<file path="config.mk">
export PLATFORM = sky130hd
export DESIGN_NAME = branch_resolve_unit
export DESIGN_NICKNAME = d
export VERILOG_FILES = /design/src/rtl/branch_resolve_unit.sv
export SDC_FILE = /design/constraint.sdc
export NUM_CORES = 1
export LEC_CHECK = 0
export ABC_AREA = 1
export CORE_MARGIN = 8
export CORE_UTILIZATION = 40
export CTS_BUF_LIST = sky130_fd_sc_hd__clkbuf_2
export DETAILED_ROUTE_END_ITERATION = 8
export GPL_ROUTABILITY_DRIVEN = 0
export GPL_TIMING_DRIVEN = 0
export PLACE_DENSITY = 0.95
export SYNTH_ARGS = -nofsm -noshare
export SYNTH_HDL_FRONTEND = slang
export SYNTH_SLANG_ARGS = --single-unit
</file>
<file path="constraint.sdc">
create_clock -name clk -period 2.6 [get_ports clk]
set_input_delay 0.26 -clock clk [delete_from_list [all_inputs] [get_ports clk]]
set_output_delay 0.26 -clock clk [all_outputs]
set_load 0.02 [all_outputs]
</file>
<file path="src/rtl/branch_resolve_unit.sv">
// branch_resolve_unit: registered branch-condition resolver with a 1-deep
// valid/ready output stage. It evaluates the branch condition, flags a
// mispredict against the fetch prediction and flags unknown opcodes.
// Optional feature macro: BRU_STATS_EN enables saturating retire and
// mispredict counters. When the macro is undefined, both counters read 0.
module branch_resolve_unit #(
   parameter int WIDTH = 32,
   parameter int CNT_W = 16
) (
   input  logic             clk,
   input  logic             rst_n,
   input  logic             flush,
   input  logic             in_valid,
   output logic             in_ready,
   input  logic [3:0]       op,
   input  logic [WIDTH-1:0] a,
   input  logic [WIDTH-1:0] b,
   input  logic             pred_taken,
   output logic             out_valid,
   input  logic             out_ready,
   output logic             br_taken,
   output logic             mispredict,
   output logic             op_err,
   output logic [CNT_W-1:0] stat_br,
   output logic [CNT_W-1:0] stat_mis
);

   logic r_out_valid;
   logic r_br_taken;
   logic r_mispredict;
   logic r_op_err;

   logic w_eq;
   logic w_a_neg;
   logic w_a_zero;
   logic w_lts;
   logic w_ltu;
   logic w_taken;
   logic w_err;
   logic w_accept;
   logic w_retire;

   assign w_eq     = (a == b);
   assign w_a_neg  = a[WIDTH-1];
   assign w_a_zero = (a == '0);
   assign w_lts    = ($signed(a) < $signed(b));
   assign w_ltu    = (a < b);

   // Condition evaluation; unknown opcodes resolve not-taken and raise op_err.
   always_comb begin
      w_taken = 1'b0;
      w_err   = 1'b0;
      case (op)
         4'b0000: w_taken = w_eq;
         4'b0100: w_taken = !w_eq;
         4'b0101: w_taken = w_a_neg || w_a_zero;
         4'b0110: w_taken = !w_a_neg && !w_a_zero;
         4'b0111: w_taken = w_a_neg;
         4'b1000: w_taken = !w_a_neg;
         4'b1001: w_taken = w_lts;
         4'b1010: w_taken = !w_lts;
         4'b1011: w_taken = w_ltu;
         4'b1100: w_taken = !w_ltu;
         default: w_err   = 1'b1;
      endcase
   end

   // The stage can take a new op when it is empty or is being drained this cycle.
   assign in_ready = !flush && (!r_out_valid || out_ready);
   assign w_accept = in_valid && in_ready;
   assign w_retire = r_out_valid && out_ready && !flush;

   // EMPTY/FULL occupancy. Flush takes priority over accept and retire.
   always_ff @(posedge clk or negedge rst_n) begin
      if (!rst_n)        r_out_valid <= 1'b0;
      else if (flush)    r_out_valid <= 1'b0;
      else if (w_accept) r_out_valid <= 1'b1;
      else if (w_retire) r_out_valid <= 1'b0;
   end

   // Result data loads only on accept, so it holds steady while the consumer stalls.
   always_ff @(posedge clk or negedge rst_n) begin
      if (!rst_n) begin
         r_br_taken   <= 1'b0;
         r_mispredict <= 1'b0;
         r_op_err     <= 1'b0;
      end else if (w_accept) begin
         r_br_taken   <= w_taken;
         r_mispredict <= w_taken ^ pred_taken;
         r_op_err     <= w_err;
      end
   end

   assign out_valid  = r_out_valid;
   assign br_taken   = r_br_taken;
   assign mispredict = r_mispredict;
   assign op_err     = r_op_err;

`ifdef BRU_STATS_EN
   logic [CNT_W-1:0] r_stat_br;
   logic [CNT_W-1:0] r_stat_mis;

   // Saturating retire counters. The mispredict count uses the retiring result's flag.
   always_ff @(posedge clk or negedge rst_n) begin
      if (!rst_n) begin
         r_stat_br  <= '0;
         r_stat_mis <= '0;
      end else if (w_retire) begin
         if (r_stat_br != '1)                  r_stat_br  <= r_stat_br + 1'b1;
         if (r_mispredict && r_stat_mis != '1) r_stat_mis <= r_stat_mis + 1'b1;
      end
   end

   assign stat_br  = r_stat_br;
   assign stat_mis = r_stat_mis;
`else
   assign stat_br  = '0;
   assign stat_mis = '0;
`endif

endmodule

</file>
==> summary.md <==
| Metric | Value |
|---|---|
| Final setup TNS | 0 ns |
| Post-CTS Setup Bufs | 0 |
| CP Capture Type | register |
| Hold buffers post-CTS | 0 |
| Largest net degree at the start of global routing | 6 |
| Reg2reg setup slack | about 1.5 ns |
| Switch Pwr | 0.000222 W |
| Area growth, synth to finish | 60.6% |
| DR vias/cell | between 4 and 5 |
| Int Power | between 0.0003 and 0.0004 W |
| Yosys cell types | 22 |
| DRT Pass-1 Iters | 4 |
| Arrival @ worst endpoint | 2.28 ns |
| Commonest non-fill, non-tap cells in the layout | clkdlybuf4s50_1, nand2_1, inv_1, nor2_1 |
| Crit path to | mispredict$_DFFE_PN0P_ |
| CP Max Fanout | 5 |
| Clock slew at reported path FFs | 0.04 ns |
| Die area | 6310 µm² |
| Final Cycle Share | a little over four fifths |
| Synth Register Bits | 4 |
| Startpoint type of the worst setup path | input pin |
| Sequential share of the synthesized area | 6.22% |
| DIE WIDTH | 79.4 µm |
| Hold Worst Slack | around 0.26 ns |
| Logic gate share of total power | between 70% and 80% |
| Multi-input logic area | between 1000 and 1500 µm² |
| DP Area | approximately 2600 µm² |
| CTS tree | yes |
| Die height | approximately 80 µm |
| Post-CTS Resized | 0 |
| Commonest non-fill, non-tap cell in the layout | clkdlybuf4s50_1 |
| Starting density of the core | between 40% and 50% |
| Finish-stage setup viols | 0 |
| Part of the power in registers | 14.1% |
| I/O pins | around 110 |
| Gr ovfl total | 0 |
| Post-DR wirelength/cell | between 10 and 15 µm |
| Share of layout cells above drive strength 1 | around 11% |
| Post-Route WL | approximately 4700 µm |
| Critical R2R Capture | mispredict$_DFFE_PN0P_ |
| Number of H-tree levels | 1 |
| DRT antenna net count | 0 |
| Cell Pwr Density | 210 nW/µm² |
| Fmax | between 400 and 500 MHz |
| Setup CP Type | in2reg |
| Max incr delay on CP | around 0.48 ns |
| Synth Instances | around 270 |
| DRT iter0 DRCs | 20 |
| Critical Path RT | between 2 and 3 ns |
| Lkg Pwr | 1.48 nW |
| HP Class | in2async |
| DP HPWL | approximately 4500 µm |
| Initial antenna violation count | 0 |
| Ys Warns | 0 |
| Vias in the first global route | about 1900 |
| Clock Tree Root | clkbuf_2 |
| Fill count | roughly 370 |
| Clk buf depth | 2 |
| RSZ-0062 raised after global routing | no |
| Final Hold Fails | 0 |
| Total number of vias | roughly 1900 |
| Core area | 3940 µm² |
| CP top delay family | simple AND/OR/NAND/NOR gates |
| Clk sink count | 4 |
| Finished Cell Area | approximately 2600 µm² |
| N_diodes | 0 |
| Clock Skew | about 0.00066 ns |
| Global-route wire length before repair | roughly 7700 µm |
| Syn avg cell area | a little under 6 µm² |
| Overall Global Routing Usage | 14.6% |
| Min Tclk post-route | about 2.2 ns |
| Critical path cell sequence | clkdlybuf4s50_1, ha_1, nand2_2, nor2_2, nand2_2, nor2_4, nand2_1, nand2_1, nand3_1, nor2_1, nand2_1, nor2_2, nand4_1, nand3_1, nand2_1 |
| DRC | 0 |
| Final nets | ~500 |
| Cell Area, Synth | 1610 µm² |
| Setup ws final | approximately 0.42 ns |
| Max VDD drop | between 0.2 and 0.25 mV |
| Sequential cell area | approximately 100 µm² |
| Final-report max-slew violation count | 0 |
| CP most frequent cell | nand2_1 |
| Post-route core utilization | around 66% |
| CP Depth | 15 |
| Run status | finished clean |
| Max-Cap Viols | 0 |
| CP max stage cell | clkdlybuf4s50_1 |
| Reg2reg start | out_valid$_DFFE_PN0P_ |
| Crit path launch | a[31] |
| Sw Ratio | roughly two fifths |
| Worst-skew pair later-pin latency | ~0.21 ns |
| Reg2Reg Depth | 7 |
| CTS Buf Count | 3 |
| IO buf count | 78 |
| Row count | 23 |
| DP Worst Slack | 0.192 ns |
| Clock network power share | around a tenth |
| CP bufs+invs | 1 |
routing by layer:
layer / GRT usage [%] / part of all wire [%] / vias to the layer above
li1: - / - / 1001
met1: 12.9 / 35 / 787
met2: 30.2 / 56 / 68
met3: 4.62 / 8.0 / 6
met4: 3.70 / 1.6 / 0
met5: 0 / 0 / -
power by group through the flow:
stage / registers, W / clock network [W] / logic [W]
after detailed placement: 0.0000774 / 0 / 0.000408
after floorplan: 0.0000889 / 0 / 0.000220
final: 0.0000763 / 0.0000566 / 0.000409
after global placement: 0.0000768 / 0 / 0.000392
after CTS: 0.0000761 / 0.0000601 / 0.000409
after global routing: 0.0000770 / 0.0000686 / 0.000455
worst min-delay path by stage:
stage | cells past startpoint | slack (ns) | start | endpoint
after CTS | 1 | 0.25 | rst_n | br_taken$_DFFE_PN0P_
final | 1 | 0.26 | rst_n | out_valid$_DFFE_PN0P_
after global placement | 1 | 0.47 | rst_n | op_err$_DFFE_PN0P_
after detailed placement | 2 | 0.47 | br_taken$_DFFE_PN0P_ | br_taken$_DFFE_PN0P_
after global routing | 1 | 0.24 | rst_n | br_taken$_DFFE_PN0P_
after floorplan | 0 | -0.04 | rst_n | br_taken$_DFFE_PN0P_
sequential cells by signal, summed over array words and instances (netlist names):
register and count:
br_taken 1, mispredict 1, op_err 1, out_valid 1
worst reg2reg max path, stage by stage (launching register included):
cell	delay (ns)
dfrtp_1	0.37
nand2_1	0.06
inv_1	0.05
nor2_1	0.15
nand2_1	0.15
inv_1	0.10
nand3_1	0.07
nand2_1	0.06
cell usage after synthesis, drive strengths merged:
cell   count  area [µm²]
nor2      43         174
nand3     12        65.1
a21o       2        15.0
ha        32         400
o21a       2        15.0
inv       52         195
nand4      3        33.8
dfrtp      4         100
a31oi      1        6.26
nand2     67         256
a21oi     14        73.8
buf       32         240
o21ai      4        20.0
conb       1        3.75
nor3       2        10.0
per-stage QoR:
stage	power (W)	instances
5_1_grt	0.000601	433
3_5_place_dp	0.000485	430
4_1_cts	0.000546	433
3_3_place_gp	0.000469	430
6_report	0.000541	433
2_1_floorplan	0.000309	302
area by class of cell:
| cell class | instances | share of cell area, % |
|---|---|---|
| sequential | 4 | 3.87 |
| tap | 50 | 2.42 |
| buffer | 32 | 9.30 |
| multi-input combinational | 214 | 46.1 |
| inverter | 52 | 7.55 |
| clock buffer | 3 | 0.581 |
| timing repair buffer | 78 | 30.2 |
cell families after synthesis:
kind of cell	count (synthesis)	synth area share (%)
compound gates	23	8.09
buf+inv	84	27.1
simple gates	127	33.5
other cells	1	0.233
fa+ha+maj	32	24.9
flops	4	6.22
(Power assumes the default switching activity.)
